--- config.mk ---
export PLATFORM = sky130hd
export DESIGN_NAME = mem_access_unit
export DESIGN_NICKNAME = d
export VERILOG_FILES = /design/src/rtl/cpu_pkg.sv /design/src/rtl/mem_align_check.sv /design/src/rtl/mem_access_unit.sv
export SDC_FILE = /design/constraint.sdc
export NUM_CORES = 1
export LEC_CHECK = 0
export BUFFER_PORTS_ARGS = -buffer_cell sky130_fd_sc_hd__buf_2
export CORE_MARGIN = 2
export CORE_UTILIZATION = 42
export CTS_CLUSTER_DIAMETER = 150
export DETAILED_ROUTE_END_ITERATION = 6
export PLACE_DENSITY = 0.76
export RECOVER_POWER = 25
export SETUP_SLACK_MARGIN = 0.02
export SLEW_MARGIN = 0
export SYNTH_ARGS = -nofsm -noshare
export SYNTH_HDL_FRONTEND = slang
export SYNTH_HIERARCHICAL = 1
export SYNTH_SLANG_ARGS = --single-unit
--- constraint.sdc ---
create_clock -name Clock -period 4.3 [get_ports Clock]
set_clock_uncertainty 0.05 [all_clocks]
set_input_delay 1.29 -clock Clock [delete_from_list [all_inputs] [get_ports Clock]]
set_output_delay 1.29 -clock Clock [all_outputs]
set_load 0.01 [all_outputs]
--- src/rtl/cpu_pkg.sv ---
// Shared definitions for the RV32IM pipeline: load/store func3 encodings,
// the memory-access FSM state type and the default responder timeout.
package cpu_pkg;

    localparam logic [2:0] F3_B  = 3'b000;
    localparam logic [2:0] F3_H  = 3'b001;
    localparam logic [2:0] F3_W  = 3'b010;
    localparam logic [2:0] F3_BU = 3'b100;
    localparam logic [2:0] F3_HU = 3'b101;

    localparam int TIMEOUT_DEFAULT = 16;

    typedef enum logic [1:0] {
        IDLE  = 2'd0,
        ISSUE = 2'd1,
        WAIT  = 2'd2,
        DONE  = 2'd3
    } mau_state_t;

endpackage

--- src/rtl/mem_align_check.sv ---
// Legality and alignment check for a single load/store request.
// Kept standalone so the exception unit can reuse the same decode.
module mem_align_check
    import cpu_pkg::*;
(
    input  logic       read,
    input  logic       write,
    input  logic [2:0] func3,
    input  logic [1:0] addr_lo,
    output logic       misaligned,
    output logic       illegal
);

    // Decode illegal op/func3 combinations and natural-alignment violations.
    always_comb begin
        illegal    = 1'b0;
        misaligned = 1'b0;
        if (read && write) begin
            illegal = 1'b1;
        end else if (read) begin
            illegal = !(func3 inside {F3_B, F3_H, F3_W, F3_BU, F3_HU});
        end else if (write) begin
            illegal = !(func3 inside {F3_B, F3_H, F3_W});
        end
        if (read || write) begin
            case (func3)
                F3_H, F3_HU: misaligned = addr_lo[0];
                F3_W:        misaligned = (addr_lo != 2'b00);
                default:     misaligned = 1'b0;
            endcase
        end
    end

endmodule

--- src/rtl/mem_access_unit.sv ---
// MEM-stage initiator for the data-memory protocol. Accepts one load/store
// at a time, pulses Read/Write for a single cycle, then waits for busywait
// to fall (or for the timeout) while holding the pipeline.
//
// Handshake: a request is accepted in IDLE when mem_read or mem_write is
// high; the pipeline keeps its inputs stable while stall=1, and the result
// (load_data, fault pulses) is valid in the single cycle where stall drops
// (state DONE). The memory responder sees one Read/Write pulse and signals
// completion by presenting busywait=0 while Address/Func3 are held.
module mem_access_unit
    import cpu_pkg::*;
#(
    parameter int TIMEOUT_CYCLES = TIMEOUT_DEFAULT,
    parameter int CNT_WIDTH      = 5
) (
    input  logic        Clock,
    input  logic        Reset,
    input  logic        mem_read,
    input  logic        mem_write,
    input  logic [31:0] addr,
    input  logic [31:0] store_data,
    input  logic [2:0]  func3,
    output logic        stall,
    output logic [31:0] load_data,
    output logic        fault_misaligned,
    output logic        fault_timeout,
    output logic        Read,
    output logic        Write,
    output logic [31:0] Address,
    output logic [31:0] Write_data,
    output logic [2:0]  Func3,
    input  logic [31:0] Read_data,
    input  logic        busywait,
    output mau_state_t  dbg_state
);

    localparam logic [CNT_WIDTH-1:0] CNT_LAST = CNT_WIDTH'(TIMEOUT_CYCLES - 1);

    mau_state_t           state;
    mau_state_t           state_next;
    logic [CNT_WIDTH-1:0] wait_cnt;
    logic                 op_load;
    logic                 req;
    logic                 req_misaligned;
    logic                 req_illegal;
    logic                 req_fault;

    assign req       = mem_read | mem_write;
    assign req_fault = req_misaligned | req_illegal;
    assign dbg_state = state;

    mem_align_check u_align (
        .read       (mem_read),
        .write      (mem_write),
        .func3      (func3),
        .addr_lo    (addr[1:0]),
        .misaligned (req_misaligned),
        .illegal    (req_illegal)
    );

    // State register.
    always_ff @(posedge Clock or posedge Reset) begin
        if (Reset) state <= IDLE;
        else       state <= state_next;
    end

    // Next-state decode and combinational stall.
    always_comb begin
        state_next = state;
        stall      = 1'b0;
        case (state)
            IDLE: begin
                // Reset gating keeps stall low while Reset is held even if
                // the pipeline still presents a request.
                stall = req & ~Reset;
                if (req) state_next = req_fault ? DONE : ISSUE;
            end
            ISSUE: begin
                stall      = 1'b1;
                state_next = WAIT;
            end
            WAIT: begin
                stall = 1'b1;
                if (!busywait || (wait_cnt == CNT_LAST)) state_next = DONE;
            end
            DONE: begin
                stall      = 1'b0;
                state_next = IDLE;
            end
            default: state_next = IDLE;
        endcase
    end

    // Request latching, strobes, wait counter, load capture and fault pulses.
    always_ff @(posedge Clock or posedge Reset) begin
        if (Reset) begin
            Read             <= 1'b0;
            Write            <= 1'b0;
            fault_misaligned <= 1'b0;
            fault_timeout    <= 1'b0;
            wait_cnt         <= '0;
            op_load          <= 1'b0;
            load_data        <= '0;
            Address          <= '0;
            Write_data       <= '0;
            Func3            <= '0;
        end else begin
            Read             <= 1'b0;
            Write            <= 1'b0;
            fault_misaligned <= 1'b0;
            fault_timeout    <= 1'b0;
            case (state)
                IDLE: begin
                    if (req) begin
                        Address    <= addr;
                        Write_data <= store_data;
                        Func3      <= func3;
                        op_load    <= mem_read;
                        if (req_fault) begin
                            fault_misaligned <= 1'b1;
                        end else begin
                            Read  <= mem_read;
                            Write <= mem_write;
                        end
                    end
                end
                ISSUE: begin
                    wait_cnt <= '0;
                end
                WAIT: begin
                    if (!busywait) begin
                        if (op_load) load_data <= Read_data;
                    end else begin
                        wait_cnt <= wait_cnt + CNT_WIDTH'(1);
                        if (wait_cnt == CNT_LAST) fault_timeout <= 1'b1;
                    end
                end
                default: ;
            endcase
        end
    end

endmodule

==> flow_metrics.env, run 1 <==
export IMPL_synth_nets=387
export IMPL_final_common_cell="buf_2"
export IMPL_place_hpwl_um=7158
export IMPL_drv_slew=57
export IMPL_path_class="primary input to output pin"
export IMPL_worst_path_max_fanout=7
export IMPL_synth_avg_cell_area_um2=16.04
export IMPL_slowest_delay_ns=0.26
export IMPL_wirelength_um=9578
export IMPL_violations="max-capacitance violations, max-slew violations"
export IMPL_crit_top_cell="nor2_1"
export IMPL_drt_iter0_drc=108
export IMPL_synth_area_um2=4444
export IMPL_vias=3019
export IMPL_hold_viol=0
export IMPL_cts_buffer_depth=2
export IMPL_initial_core_util_pct=43.24
export IMPL_period_share_pct=79.85
export IMPL_final_cell_mix="buf_2 (206), dfrtp_1 (111), mux2_2 (82), mux2_4 (19), clkbuf_8 (10)"
export IMPL_min_period_ns=3.433
export IMPL_port_buffers=209
export IMPL_drt_drc_violations_left=0
export IMPL_drive_gt1_share_pct=66.53
export IMPL_pin_count=210
export IMPL_clock_fmax_mhz=291.3
export IMPL_ir_worst_vdd_uv=373.3
export IMPL_wl_per_cell_um=15.23
export IMPL_power_density_nw_per_um2=736.7
export IMPL_grt_pass1_wl_um=14640
export IMPL_setup_worst_path_end_class="output pin"
export IMPL_stdcell_area_um2=5759
export IMPL_cts_hold_buf=0
export IMPL_hold_path_class="flop to flop"
export IMPL_antenna_found_initial=0
export IMPL_start_kind="primary input"
export IMPL_die_height_um=106.9
export IMPL_maxCapViolations=1
export IMPL_fill_cells=855
export IMPL_grt_max_degree=58
export IMPL_power_static_leakage_nw=2.959
export IMPL_antenna_cells=0
export IMPL_root_buffer="clkbuf_8"
export IMPL_max_slew_margin_pct=-72.71
export IMPL_timing_critical_path_buf_inv=2
export IMPL_path_clk_slew_ns=0.09
export IMPL_yosysWarnings=6
export IMPL_gr_total_overflow=0
export IMPL_cts_tree="yes"
export IMPL_worst_pin_slew_ns=2.576
export IMPL_nNetsFinal=598
export IMPL_setup_viol=0
export IMPL_coreArea_um2=10280
export IMPL_area_growth_pct=29.59
export IMPL_slowest_stage="mux2_2"
export IMPL_vias_per_cell=4.800
export IMPL_cts_sinks=111
export IMPL_antenna_left=0
export IMPL_crit_chain="clkbuf_1, nor2_1, nor2_1, mux2_2, buf_2"
export IMPL_synth_seq_cells=111
export IMPL_status="complete, but fails checks"
export IMPL_worstPathRequired_ns=2.96
export IMPL_postCtsSetupBuffers=0
export IMPL_clkLatencyLatePin_ns=0.37
export IMPL_dieArea_um2=11420
export IMPL_fin_setup_tns_ns=0
export IMPL_placed_area_um2=5592
export IMPL_syn_inst=277
export IMPL_finalPower_mw=4.243
export IMPL_die_x_um=106.9
export IMPL_synth_cell_types=26
export IMPL_grt_pass1_vias=3089
export IMPL_gp_congestion=0.7682
export IMPL_cp_arrival_ns=2.09
export IMPL_gr_usage_all_layers_pct=16.51
export IMPL_rows=37
export IMPL_rsz0062_at_grt="false"
export IMPL_crit_family="buffers and inverters"
export IMPL_drtPass1Iterations=4
export IMPL_ys_seq_area_share_pct=62.50
export IMPL_cts_buffers=9
export IMPL_cts_resized=0
export IMPL_ctsHtreeMaxLevel=3
==> worst paths after layout <==
| check | from | end | depth (start not counted) | slack [ns] |
|---|---|---|---|---|
| max | mem_write | stall | 5 | 0.87 |
| min | wait_cnt[4] | wait_cnt[4] | 2 | 0.44 |
| max reg2reg | dbg_state[0] | load_data[6] | 4 | 2.26 |
| min reg2reg | wait_cnt[4] | wait_cnt[4] | 2 | 0.44 |
| max in group asynchronous | Reset | Address[19] | 2 | 1.46 |
| min in group asynchronous | Reset | op_load | 2 | 1.56 |
==> sequential cells by signal, indices dropped and copies added (netlist names) <==
| name | count |
|---|---|
| load_data | 32 |
| Read | 1 |
| op_load | 1 |
| Address | 32 |
| wait_cnt | 5 |
| fault_timeout | 1 |
| fault_misaligned | 1 |
| Func3 | 3 |
| dbg_state | 2 |
| Write_data | 32 |
| Write | 1 |
==> per-layer routing <==
layer | track usage (%) | up-vias | part of all wire, %
li1 | - | 1388 | -
met1 | 19.62 | 1485 | 41
met2 | 27.66 | 128 | 49
met3 | 4.316 | 18 | 7.6
met4 | 8.442 | 0 | 2.3
met5 | 0 | - | 0
==> kinds of logic (layout without fill, tap and decap cells) <==
group	Yosys count	in the layout	share of synthesized area, %
DFF	111	111	62.50
muxes	102	102	27.42
and+or+nand+nor	24	24	2.900
AOI/OAI and AO/OA	17	17	2.675
buffers and inverters	17	233	2.815
adders and majority gates	6	6	1.689
==> cell type report <==
class | count | area, µm² | share of cell area, %
clock buffers | 11 | 141.4 | 2.455
clock inverters | 5 | 31.28 | 0.5431
inverters | 5 | 20.02 | 0.3476
repair buffers | 212 | 1077 | 18.71
multi-input cells | 149 | 1541 | 26.77
well taps | 136 | 170.2 | 2.955
flip-flops and latches | 111 | 2778 | 48.23
==> Yosys cell counts <==
library cell  count  area, µm²
mux2_2           82      923.4
o22a_1            1      8.760
o21ai_0           5      25.02
buf_8             2      30.03
o21ai_4           1      16.27
nand4_1           1      6.260
buf_2             1      5.000
buf_6             1      11.26
and3_1            4      25.02
nand3_1           2      10.01
ha_1              6      75.07
a22o_1            1      8.760
inv_1             5      18.77
buf_4             8      60.06
a31oi_1           1      6.260
mux2i_1           1      10.01
mux2_4           19      285.3
a2bb2oi_1         1      8.760
dfrtp_1         111       2778
nand3b_1          2      15.01
a32o_1            1      10.01
a21oi_1           4      20.02
nand3b_4          1      20.02
nor2_1            9      33.78
nand2_1           5      18.77
o211ai_1          2      15.01
==> metrics by stage <==
step | instances | util [%] | worst slack, ns | hold slack, ns
3_3_place_gp | 613 | 54.41 | 0.9432 | 0.4196
2_1_floorplan | 277 | - | 0.02935 | 0.3998
3_5_place_dp | 613 | 54.41 | 0.9233 | 0.4232
6_report | 629 | 56.04 | 0.8666 | 0.4427
4_1_cts | 629 | 56.09 | 0.9129 | 0.4426
5_1_grt | 629 | 56.04 | 0.7988 | 0.4675
==> worst reg2reg max path, delay by kind of cell, from the launching register on <==
family,cells,cell delay (ns)
mux,1,0.45
flops,1,0.42
fa+ha+maj,1,0.45
buf+inv,1,0.12
simple gates,1,0.44
==> power breakdown <==
part / internal (mW) / leakage (nW) / switching (mW)
logic: 1.01 / 1.54 / 0.851
registers: 1.55 / 1.33 / 0.253
clock network: 0.226 / 0.0895 / 0.347
total: 2.79 / 2.96 / 1.45
Note: power is estimated with default switching activity, not from simulation.
==> run 2: changes to the inputs <==
--- a/config.mk
+++ b/config.mk
@@ -5,6 +5,7 @@
 export SDC_FILE = /design/constraint.sdc
 export NUM_CORES = 1
 export LEC_CHECK = 0
+export ABC_AREA = 1
 export BUFFER_PORTS_ARGS = -buffer_cell sky130_fd_sc_hd__buf_2
 export CORE_MARGIN = 2
 export CORE_UTILIZATION = 42
==> constraint.sdc (replaced) <==
create_clock -name Clock -period 3.1 [get_ports Clock]
set_clock_uncertainty 0.05 [all_clocks]
set_input_delay 0.93 -clock Clock [delete_from_list [all_inputs] [get_ports Clock]]
set_output_delay 0.93 -clock Clock [all_outputs]
set_load 0.01 [all_outputs]
==> run 2 against run 1 <==
  * Largest power group is now registers
  * Global-route usage grew 1.8 points
  * Critical path depth unchanged
  * Final area about the same
  * Worst setup slack got worse by 0.30 ns
  * Sequential power is 36% higher
  * The flow now finishes without violations
  * Non-clock buffer count is 3 higher
  * Power up 35%
  * Sequential share of layout area is essentially flat
  * Combinational power up 29%
  * Synthesized area rose by 0.39%
  * Worst hold slack worse by 0.020 ns
==> flow_metrics.env, run 2 <==
export IMPL_max_slew_margin_pct=31.75
export IMPL_synthArstFlopShare_pct=100.0
export IMPL_gr_total_overflow=0
export IMPL_status="finished, final reports clean"
export IMPL_timing_critical_path_buf_inv=3
export IMPL_port_buffers=209
export IMPL_final_cell_mix="nand2_1 (285), buf_2 (176), dfrtp_1 (111), nand3_1 (35), clkbuf_1 (33)"
export IMPL_grt_pass1_wl_um=16750
export IMPL_place_ws_ns=0.5807
export IMPL_synth_edf_count=0
export IMPL_setup_viol=0
export IMPL_reg_top3="Address x32, Write_data x32, load_data x32"
export IMPL_rsz0062_at_grt="false"
export IMPL_worstRegToRegCells=8
export IMPL_fin_setup_tns_ns=0
export IMPL_slowest_stage="dfrtp_1"
export IMPL_cts_buffers=9
export IMPL_area_growth_pct=28.97
export IMPL_min_period_ns=2.531
export IMPL_antenna_left=0
export IMPL_initial_core_util_pct=43.22
export IMPL_slowest_delay_ns=0.41
export IMPL_cts_buffer_depth=2
export IMPL_place_hpwl_um=7762
export IMPL_drt_iter0_drc=305
export IMPL_reg2reg_from="dbg_state[1]"
export IMPL_antenna_cells=0
export IMPL_dieArea_um2=11460
export IMPL_hp_start="Address[17]"
export IMPL_cts_resized=0
export IMPL_final_core_util_pct=55.74
export IMPL_crit_top_cell="inv_1"
export IMPL_worst_pin_slew_ns=1.021
export IMPL_path_class="flop to output pin"
export IMPL_ctsHtreeMaxLevel=3
export IMPL_worst_path_max_fanout=4
export IMPL_nNetsFinal=824
export IMPL_vias_per_cell=4.564
export IMPL_die_height_um=107.1
export IMPL_worstPathRequired_ns=2.12
export IMPL_hold_viol=0
export IMPL_cts_tree="yes"
export IMPL_placed_area_um2=5604
export IMPL_postCtsSetupBuffers=0
export IMPL_vias=3898
export IMPL_wl_per_cell_um=12.44
export IMPL_cp_arrival_ns=1.55
export IMPL_path_clk_slew_ns=0.10
export IMPL_ys_seq_area_share_pct=62.25
export IMPL_ys_top_cells_by_area="dfrtp_1 (62%), nand2_1 (24%), nand3_1 (3.9%), ha_1 (1.7%), buf_2 (1.6%)"
export IMPL_synthFlopType="dfrtp_1"
export IMPL_cts_hold_buf=0
export IMPL_setup_worst_path_end_class="output pin"
export IMPL_cts_sinks=111
export IMPL_start_kind="flop"
export IMPL_gr_usage_all_layers_pct=18.33
export IMPL_grt_pass1_vias=3678
export IMPL_drv_slew=0
export IMPL_drtPass1Iterations=4
export IMPL_drt_drc_violations_left=0
export IMPL_crit_family="flip-flops"
export IMPL_antenna_found_initial=0
export IMPL_worst_r2r_setup_slack_ns=0.99
export IMPL_power_static_leakage_nw=3.346
export IMPL_wirelength_um=10620
export IMPL_synth_most_common_cell="nand2_1"
export IMPL_pin_count=210
export IMPL_die_x_um=107.1
export IMPL_gp_congestion=0.7658
export IMPL_yosysWarnings=6
export IMPL_synth_area_um2=4462
export IMPL_synth_avg_cell_area_um2=8.714
export IMPL_stdcell_area_um2=5754
export IMPL_drive_gt1_share_pct=28.55
export IMPL_final_common_cell="nand2_1"
export IMPL_synth_cell_types=19
export IMPL_crit_chain="inv_1, ha_1, inv_1, o22ai_1, buf_2"
export IMPL_clock_fmax_mhz=395.1
export IMPL_hold_path_class="flop to flop"
export IMPL_reg2reg_to="Address[19]"
export IMPL_root_buffer="clkbuf_8"
export IMPL_power_density_nw_per_um2=995.1
export IMPL_synth_seq_cells=111
export IMPL_rows=37
export IMPL_synth_nets=622
export IMPL_hold_path_end="Address[17]"
export IMPL_worst_slack_ns=0.5689
export IMPL_maxCapViolations=0
export IMPL_synth_commonest_cells="nand2_1 (285), dfrtp_1 (111), nand3_1 (35)"
export IMPL_hold_depth=2
export IMPL_grt_max_degree=73
export IMPL_clkLatencyLatePin_ns=0.35
export IMPL_syn_inst=512
export IMPL_coreArea_um2=10320
export IMPL_synth_top_area_cell="dfrtp_1"
export IMPL_yosysTopAreaCellShare_pct=62.25
export IMPL_period_share_pct=81.65
export IMPL_ir_worst_vdd_uv=416.7
run 2: changes by cell type after synthesis, moves of 13 or more:
cell,delta
mux2_2,-82
inv_1,+13
buf_2,+13
nand2_1,+280
nand3_1,+33
mux2_4,-19
run 2: logic make-up (layout without fill, tap and decap cells):
logic type | count (synthesis) | after routing | share of synthesized area [%]
simple gates | 339 | 339 | 29.81
flops | 111 | 111 | 62.25
buf+inv | 44 | 250 | 4.767
compound gates | 12 | 12 | 1.486
fa+ha+maj | 6 | 6 | 1.683
run 2: how the worst max path moves through the flow:
stage	slack [ns]	from	endpoint	cells after the start
floorplan	-0.68	Reset	stall	3
global placement	0.58	mem_read	stall	4
detailed placement	0.58	Reset	Address[28]	4
CTS	0.55	dbg_state[1]	stall	5
global route	0.33	Reset	Address[31]	4
finish	0.57	dbg_state[1]	stall	5
run 2: layout make-up:
cell class	instances	area [µm²]
clock buffer	11	151.4
clock inverter	4	45.04
fill	978	4569
inverter	20	76.32
multi-input combinational	357	1474
sequential	111	2778
tap	136	170.2
timing repair buffer	215	1060
run 2: where the power goes:
group / internal (mW) / switching, mW / leakage (nW) / total, mW
clock network: 0.410 / 0.446 / 0.105 / 0.856
registers: 2.11 / 0.356 / 1.39 / 2.47
logic: 0.878 / 1.53 / 1.86 / 2.40
run 2: routing by layer:
metal | global-route usage [%] | part of all wire [%] | wire [µm] | up-vias
li1 | - | - | - | 1960
met1 | 22.87 | 42 | 4475 | 1772
met2 | 30.88 | 48 | 5093 | 156
met3 | 4.498 | 8.5 | 908 | 10
met4 | 6.772 | 1.3 | 142 | 0
met5 | 0 | 0 | 0 | -
run 2: worst min-delay path, stage by stage, from the launching register on:
cell and delay, ns:
dfrtp_1 0.35, nand2_1 0.05, nand2_1 0.04
run 2: per-stage QoR:
| step | hold WS, ns | power [mW] | instances |
|---|---|---|---|
| 6_report | 0.4231 | 5.726 | 854 |
| 2_1_floorplan | 0.3852 | 3.983 | 512 |
| 5_1_grt | 0.4415 | 6.220 | 854 |
| 3_5_place_dp | 0.4036 | 4.986 | 839 |
| 3_3_place_gp | 0.3979 | 4.882 | 839 |
| 4_1_cts | 0.4277 | 5.852 | 854 |
